==> src/rtl/sdrc_pkg.sv <==
// rtl/sdrc_pkg.sv - shared types and constants for the request splitter
// Purpose: FSM state encoding, SDR width codes and per-width chunk caps.
// Ports: none (package).
package sdrc_pkg;

  typedef enum logic [1:0] {
    SPLIT_IDLE  = 2'd0,
    SPLIT_CALC  = 2'd1,
    SPLIT_ISSUE = 2'd2,
    SPLIT_DONE  = 2'd3
  } split_state_t;

  localparam logic [1:0] SDR_W32 = 2'b00;
  localparam logic [1:0] SDR_W16 = 2'b01;
  localparam logic [1:0] SDR_W8  = 2'b10;

  // Converter transfer-counter limits, in SDR units, per width.
  localparam int CAP_SDR_W32 = 255;
  localparam int CAP_SDR_W16 = 127;
  localparam int CAP_SDR_W8  = 63;

  // Word cap for one chunk. Narrow widths halve the SDR-unit limit so the
  // converter's doubled/quadrupled beat count still fits in 8 bits.
  function automatic int cap_words(input logic [1:0] width, input int max_len);
    int c;
    if (width[1])      c = CAP_SDR_W8 >> 1;
    else if (width[0]) c = CAP_SDR_W16 >> 1;
    else               c = CAP_SDR_W32;
    return (max_len < c) ? max_len : c;
  endfunction

endpackage

==> src/rtl/sdrc_req_split_if.sv <==
// rtl/sdrc_req_split_if.sv - request/ack bus between application, splitter and converter
// Purpose: groups the upstream usr_* request, the downstream app_* chunk request
//          and the SDR width select.
// Modports: master = application/converter side, slave = splitter.
interface sdrc_req_split_if #(
  parameter int APP_AW = 30,
  parameter int APP_RW = 9
);
  logic [1:0]        sdr_width;
  logic              usr_req;
  logic [APP_AW-1:0] usr_req_addr;
  logic [APP_RW-1:0] usr_req_len;
  logic              usr_req_wr_n;
  logic              usr_req_dma_last;
  logic              usr_req_ack;
  logic              usr_busy;
  logic              app_sdr_req;
  logic [APP_AW-1:0] app_req_addr;
  logic [APP_RW-1:0] app_req_len;
  logic              app_req_wr_n;
  logic              app_req_dma_last;
  logic              app_req_ack;

  modport master (
    output sdr_width, usr_req, usr_req_addr, usr_req_len, usr_req_wr_n,
           usr_req_dma_last, app_req_ack,
    input  usr_req_ack, usr_busy, app_sdr_req, app_req_addr, app_req_len,
           app_req_wr_n, app_req_dma_last
  );

  modport slave (
    input  sdr_width, usr_req, usr_req_addr, usr_req_len, usr_req_wr_n,
           usr_req_dma_last, app_req_ack,
    output usr_req_ack, usr_busy, app_sdr_req, app_req_addr, app_req_len,
           app_req_wr_n, app_req_dma_last
  );
endinterface

==> src/rtl/sdrc_chunk_calc.sv <==
// rtl/sdrc_chunk_calc.sv - combinational chunk size: min(remaining, width cap, boundary room)
// Ports: rem     in  remaining words of the request
//        addr_lo in  low BND_W bits of the current word address
//        width   in  latched SDR width code
//        chunk   out words to issue in the next chunk
module sdrc_chunk_calc
  import sdrc_pkg::*;
#(
  parameter int APP_RW  = 9,
  parameter int MAX_LEN = 128,
  parameter int BND_W   = 8
) (
  input  logic [APP_RW-1:0] rem,
  input  logic [BND_W-1:0]  addr_lo,
  input  logic [1:0]        width,
  output logic [APP_RW-1:0] chunk
);
  // One extra bit: a boundary-aligned address has a full 2^BND_W words of room.
  logic [APP_RW:0] room;
  logic [APP_RW:0] cap;
  logic [APP_RW:0] m;

  always_comb begin
    room = ((APP_RW+1)'(1) << BND_W) - (APP_RW+1)'(addr_lo);
    cap  = (APP_RW+1)'(cap_words(width, MAX_LEN));
    m    = {1'b0, rem};
    if (cap < m)  m = cap;
    if (room < m) m = room;
    chunk = m[APP_RW-1:0];
  end
endmodule

==> src/rtl/sdrc_req_split.sv <==
// rtl/sdrc_req_split.sv - splits one application request into converter-sized chunk requests
// Ports: clk, reset_n (synchronous, active-low)
//        bus.slave: usr_* request in / usr_req_ack, usr_busy out,
//                   app_* chunk request out / app_req_ack in, sdr_width in
module sdrc_req_split
  import sdrc_pkg::*;
#(
  parameter int APP_AW  = 30,
  parameter int APP_RW  = 9,
  parameter int MAX_LEN = 128,
  parameter int BND_W   = 8
) (
  input logic            clk,
  input logic            reset_n,
  sdrc_req_split_if.slave bus
);
  split_state_t      state_q, state_d;
  logic [APP_AW-1:0] addr_q;
  logic [APP_RW-1:0] rem_q;
  logic [APP_RW-1:0] chunk_q;
  logic [APP_RW-1:0] chunk_d;
  logic              wr_n_q;
  logic              dma_last_q;
  logic [1:0]        width_q;

  sdrc_chunk_calc #(
    .APP_RW (APP_RW),
    .MAX_LEN(MAX_LEN),
    .BND_W  (BND_W)
  ) u_chunk_calc (
    .rem    (rem_q),
    .addr_lo(addr_q[BND_W-1:0]),
    .width  (width_q),
    .chunk  (chunk_d)
  );

  always_ff @(posedge clk) begin
    if (!reset_n) state_q <= SPLIT_IDLE;
    else          state_q <= state_d;
  end

  // Inputs are only sampled in IDLE, so mid-request changes are ignored.
  always_ff @(posedge clk) begin
    if (!reset_n) begin
      addr_q     <= '0;
      rem_q      <= '0;
      chunk_q    <= '0;
      wr_n_q     <= 1'b1;
      dma_last_q <= 1'b0;
      width_q    <= SDR_W32;
    end else begin
      case (state_q)
        SPLIT_IDLE: begin
          if (bus.usr_req) begin
            addr_q     <= bus.usr_req_addr;
            rem_q      <= bus.usr_req_len;
            wr_n_q     <= bus.usr_req_wr_n;
            dma_last_q <= bus.usr_req_dma_last;
            width_q    <= bus.sdr_width;
          end
        end
        SPLIT_CALC: chunk_q <= chunk_d;
        SPLIT_ISSUE: begin
          if (bus.app_req_ack) begin
            addr_q <= addr_q + APP_AW'(chunk_q);
            rem_q  <= rem_q - chunk_q;
          end
        end
        default: ;
      endcase
    end
  end

  always_comb begin
    state_d              = state_q;
    bus.usr_req_ack      = 1'b0;
    bus.usr_busy         = 1'b1;
    bus.app_sdr_req      = 1'b0;
    bus.app_req_dma_last = 1'b0;
    case (state_q)
      SPLIT_IDLE: begin
        bus.usr_busy = 1'b0;
        if (bus.usr_req)
          state_d = (bus.usr_req_len == '0) ? SPLIT_DONE : SPLIT_CALC;
      end
      SPLIT_CALC: state_d = SPLIT_ISSUE;
      SPLIT_ISSUE: begin
        bus.app_sdr_req = 1'b1;
        // Final chunk is the one that consumes everything still remaining.
        bus.app_req_dma_last = dma_last_q && (rem_q == chunk_q);
        if (bus.app_req_ack)
          state_d = (rem_q == chunk_q) ? SPLIT_DONE : SPLIT_CALC;
      end
      SPLIT_DONE: begin
        bus.usr_req_ack = 1'b1;
        state_d         = SPLIT_IDLE;
      end
      default: state_d = SPLIT_IDLE;
    endcase
  end

  assign bus.app_req_addr = addr_q;
  assign bus.app_req_len  = chunk_q;
  assign bus.app_req_wr_n = wr_n_q;
endmodule

==> src/flat_wrapper.sv <==
// flat-port wrapper written by rule: the top's interface ports become plain ports
module sdrc_req_split_flat import sdrc_pkg::*;
#(
  parameter int APP_AW  = 30,
  parameter int APP_RW  = 9,
  parameter int MAX_LEN = 128,
  parameter int BND_W   = 8
)
  (clk, reset_n, bus_sdr_width, bus_usr_req, bus_usr_req_addr, bus_usr_req_len, bus_usr_req_wr_n, bus_usr_req_dma_last, bus_app_req_ack, bus_usr_req_ack, bus_usr_busy, bus_app_sdr_req, bus_app_req_addr, bus_app_req_len, bus_app_req_wr_n, bus_app_req_dma_last);
  sdrc_req_split_if #(.APP_AW(APP_AW), .APP_RW(APP_RW)) bus_i ();
  input logic clk;
  input logic reset_n;
  input wire logic [$bits(bus_i.sdr_width)-1:0] bus_sdr_width;
  input wire logic [$bits(bus_i.usr_req)-1:0] bus_usr_req;
  input wire logic [$bits(bus_i.usr_req_addr)-1:0] bus_usr_req_addr;
  input wire logic [$bits(bus_i.usr_req_len)-1:0] bus_usr_req_len;
  input wire logic [$bits(bus_i.usr_req_wr_n)-1:0] bus_usr_req_wr_n;
  input wire logic [$bits(bus_i.usr_req_dma_last)-1:0] bus_usr_req_dma_last;
  input wire logic [$bits(bus_i.app_req_ack)-1:0] bus_app_req_ack;
  output wire logic [$bits(bus_i.usr_req_ack)-1:0] bus_usr_req_ack;
  output wire logic [$bits(bus_i.usr_busy)-1:0] bus_usr_busy;
  output wire logic [$bits(bus_i.app_sdr_req)-1:0] bus_app_sdr_req;
  output wire logic [$bits(bus_i.app_req_addr)-1:0] bus_app_req_addr;
  output wire logic [$bits(bus_i.app_req_len)-1:0] bus_app_req_len;
  output wire logic [$bits(bus_i.app_req_wr_n)-1:0] bus_app_req_wr_n;
  output wire logic [$bits(bus_i.app_req_dma_last)-1:0] bus_app_req_dma_last;
  assign bus_i.sdr_width = bus_sdr_width;
  assign bus_i.usr_req = bus_usr_req;
  assign bus_i.usr_req_addr = bus_usr_req_addr;
  assign bus_i.usr_req_len = bus_usr_req_len;
  assign bus_i.usr_req_wr_n = bus_usr_req_wr_n;
  assign bus_i.usr_req_dma_last = bus_usr_req_dma_last;
  assign bus_i.app_req_ack = bus_app_req_ack;
  assign bus_usr_req_ack = bus_i.usr_req_ack;
  assign bus_usr_busy = bus_i.usr_busy;
  assign bus_app_sdr_req = bus_i.app_sdr_req;
  assign bus_app_req_addr = bus_i.app_req_addr;
  assign bus_app_req_len = bus_i.app_req_len;
  assign bus_app_req_wr_n = bus_i.app_req_wr_n;
  assign bus_app_req_dma_last = bus_i.app_req_dma_last;
  sdrc_req_split #(.APP_AW(APP_AW), .APP_RW(APP_RW), .MAX_LEN(MAX_LEN), .BND_W(BND_W)) u_core (.clk(clk), .reset_n(reset_n), .bus(bus_i));
endmodule
==> config.mk <==
export PLATFORM = sky130hd
export DESIGN_NAME = sdrc_req_split_flat
export DESIGN_NICKNAME = d
export VERILOG_FILES = /design/src/rtl/sdrc_pkg.sv /design/src/rtl/sdrc_req_split_if.sv /design/src/rtl/sdrc_chunk_calc.sv /design/src/rtl/sdrc_req_split.sv /design/src/flat_wrapper.sv
export SDC_FILE = /design/constraint.sdc
export NUM_CORES = 1
export LEC_CHECK = 0
export CORE_MARGIN = 3
export CORE_UTILIZATION = 35
export CTS_CLUSTER_SIZE = 16
export DETAILED_ROUTE_END_ITERATION = 8
export HOLD_SLACK_MARGIN = 0.02
export PLACE_DENSITY = 0.58
export REMOVE_ABC_BUFFERS = 1
export SYNTH_ARGS = -nofsm -noshare
export SYNTH_HDL_FRONTEND = slang
export SYNTH_SLANG_ARGS = --single-unit
==> constraint.sdc <==
create_clock -name clk -period 3.93 [get_ports clk]
set_input_delay 0.5895 -clock clk [delete_from_list [all_inputs] [get_ports clk]]
set_output_delay 0.5895 -clock clk [all_outputs]
set_load 0.02 [all_outputs]
==> flow_metrics.tcl <==
set metrics [dict create \
    htreeDepth 2 \
    final_nets 680 \
    grt_pass1_vias 4197 \
    dr.pass1.iters 4 \
    critPathLaunchType "flop" \
    drt-total-wl_um 13800 \
    hp-start "u_core.dma_last_q$_SDFFE_PN0P_" \
    power_frac_comb 0.450 \
    fp.dieArea_um2 12900 \
    ys_seq_elements 54 \
    r2r-start "u_core.width_q[0]$_SDFFE_PN0P_" \
    clk_pin_slew_ns 0.07 \
    ys_types 63 \
    cts_hold_buf 0 \
    tightest_slew_ns 0.757 \
    setup_ws_ns 0.292 \
    grt_overflow 0 \
    r2r_slack_ns 0.29 \
    whs_endpoint "u_core.dma_last_q$_SDFFE_PN0P_" \
    worstPathArrival_ns 3.84 \
    ios 91 \
    cts_tree "built" \
    grtUsageTotal 0.212 \
    p_int_w 0.00132 \
    relSlewSlack 0.495 \
    num_rows 38 \
    die_h_um 114 \
    max_freq_mhz 275 \
    total_power_w 0.00217 \
    reg2reg_depth 15 \
    antennaDiodeCount 0 \
    netlist_instances 518 \
    wl_per_cell_um 18.6 \
    ant_nets 0 \
    synth_edf_count 0 \
    async_flop_share 0 \
    hold_violations 0 \
    vias_per_cell 5.87 \
    max-cap-violations 0 \
    antenna_found_initial 0 \
    syn_to_final_growth_pct 30.4 \
    dp_hpwl_um 10300 \
    coreArea_um2 11100 \
    hp-class "reg2reg" \
    ys_warn_count 0 \
    io_buffers 90 \
    drc 0 \
    rr_endpoint "u_core.bus.app_req_len[0]$_SDFFE_PN0P_" \
    rsz0062_at_grt "false" \
    crit_start "u_core.width_q[0]$_SDFFE_PN0P_" \
    clk_latency_ns 0.30 \
    cp_max_fo 16 \
    start_util 0.366 \
    routed-via-count 4347 \
    min_period_ns 3.64 \
    p_switching_w 0.000848 \
    min_path_cells 2 \
    drv_slew 0 \
    drive_gt1_frac 0.0667 \
    ys_seq_area_frac 0.267 \
    cts_buffers 5 \
    status "finished, final reports clean" \
    ctsRootBufferMaster "clkbuf_16" \
    synth-main-ff-cell "dfxtp_1" \
    p_clk_frac 0.223 \
    syn_area_per_cell_um2 7.82 \
    die_w_um 114 \
    grt_pass1_wl_um 22200 \
    synthesis.area_um2 4050 \
    drt_first_iter_violations 246 \
    clockBufferDepth 2 \
    fin_setup_tns_ns 0 \
    critPathKind "reg2reg" \
    crit_required_ns 4.14 \
    cp-end-kind "flop" \
    skew_ns 0.0125 \
    pre_cts_ws_ns 0.282 \
    leakagePower_nw 1.93 \
    grt_max_degree 37 \
    period_share 0.926 \
    ir_drop_v 0.000240 \
    gp_congestion 0.881 \
    finalSetupViolCount 0 \
    cts.sinks 54 \
    p_per_area_nw_per_um2 411 \
    seq_power_share 0.327 \
    switching_share 0.391 \
]
area by class of cell:
cell class              instances  area [um2]
clock buffers                   7         153
well taps                     140         175
clock inverters                 1        8.76
multi-input cells             409        2760
inverters                      26        97.6
repair buffers                103        1010
fillers                      1092        5800
flip-flops and latches         54        1080
cells by family after synthesis:
| logic type | after synthesis | synth area share |
|---|---|---|
| compound gates | 183 | 0.310 |
| simple gates | 172 | 0.218 |
| buf+inv | 55 | 0.0531 |
| flops | 54 | 0.267 |
| fa+ha+maj | 34 | 0.109 |
| xor+xnor | 17 | 0.0368 |
| mux | 2 | 0.00494 |
| other cells | 1 | 0.000926 |
cells in the mapped netlist, drive strengths merged (12+ instances only):
| library cell | n | area (um2) |
|---|---|---|
| a211oi | 14 | 118 |
| a21oi | 35 | 179 |
| a311oi | 20 | 175 |
| a31oi | 13 | 81.3 |
| clkbuf | 24 | 90.1 |
| dfxtp | 54 | 1080 |
| ha | 32 | 400 |
| inv | 25 | 93.8 |
| nand2 | 45 | 169 |
| nand3 | 15 | 80.1 |
| nor2 | 32 | 120 |
| nor3 | 12 | 60.1 |
| o21ai | 46 | 230 |
sequential cells by signal, summed over array words and instances (netlist names):
name                     flops
u_core.bus.app_req_addr     30
u_core.bus.app_req_len       9
u_core.bus.app_req_wr_n      1
u_core.dma_last_q            1
u_core.rem_q                 9
u_core.state_q               2
u_core.width_q               2
power by group through the flow:
stage / Clock (W) / Sequential, W / Combinational [W]
after detailed placement: 0 / 0.000718 / 0.000967
after global placement: 0 / 0.000717 / 0.000956
after CTS: 0.000497 / 0.000706 / 0.000973
after global routing: 0.000518 / 0.000718 / 0.00108
after floorplan: 0 / 0.000747 / 0.000554
final: 0.000485 / 0.000708 / 0.000976
timing repair:
action	in CTS	in global routing
gates resized for setup	0	0
buffers inserted	0	1
endpoints found under the setup margin	0	5
per-stage QoR:
stage | cell area, um2 | instances | hold slack [ns] | utilization
6_report | 5280 | 740 | 0.453 | 0.477
5_1_grt | 5280 | 740 | 0.495 | 0.477
4_1_cts | 5280 | 739 | 0.457 | 0.476
3_5_place_dp | 5110 | 731 | 0.446 | 0.462
3_3_place_gp | 5110 | 731 | 0.440 | 0.462
2_1_floorplan | 3930 | 489 | 0.432 | -
routing by layer:
metal	global-route usage	wire [um]	up-vias
met2	0.345	6290	159
met4	0.0529	204	0
met3	0.0324	730	19
met1	0.295	6530	2051
li1	-	-	2118
met5	0	0	-
layout by cell type, fill, tap and decap left out, drive strengths merged, types with 14 or more instances in the layout:
master / instances
clkdlybuf4s50: 90
dfxtp: 54
o21ai: 46
nand2: 45
a21oi: 35
ha: 32
nor2: 32
inv: 25
a311oi: 20
nand3: 15
a211oi: 14
worst max path at each step:
| stage | endpoint | slack [ns] |
|---|---|---|
| 2_1_floorplan | u_core.bus.app_req_len[1]$_SDFFE_PN0P_ | 0.44 |
| 3_3_place_gp | u_core.bus.app_req_len[5]$_SDFFE_PN0P_ | 0.39 |
| 3_5_place_dp | u_core.bus.app_req_len[0]$_SDFFE_PN0P_ | 0.28 |
| 4_1_cts | u_core.bus.app_req_len[0]$_SDFFE_PN0P_ | 0.25 |
| 5_1_grt | u_core.bus.app_req_len[0]$_SDFFE_PN0P_ | 0.02 |
| 6_report | u_core.bus.app_req_len[0]$_SDFFE_PN0P_ | 0.29 |
critical path, cell delays in order (launching register included):
cell      delay, ns
dfxtp_1        0.33
or2_2          0.35
ha_1           0.23
or4b_1         0.49
a41oi_2        0.27
o21a_4         0.21
o21ai_0        0.11
ha_1           0.35
a211oi_1       0.26
a21oi_1        0.10
nor3_1         0.13
nor2_1         0.09
a211oi_4       0.24
buf_12         0.18
a31oi_1        0.09
o32ai_1        0.13
Note: power is estimated with default switching activity, not from simulation.
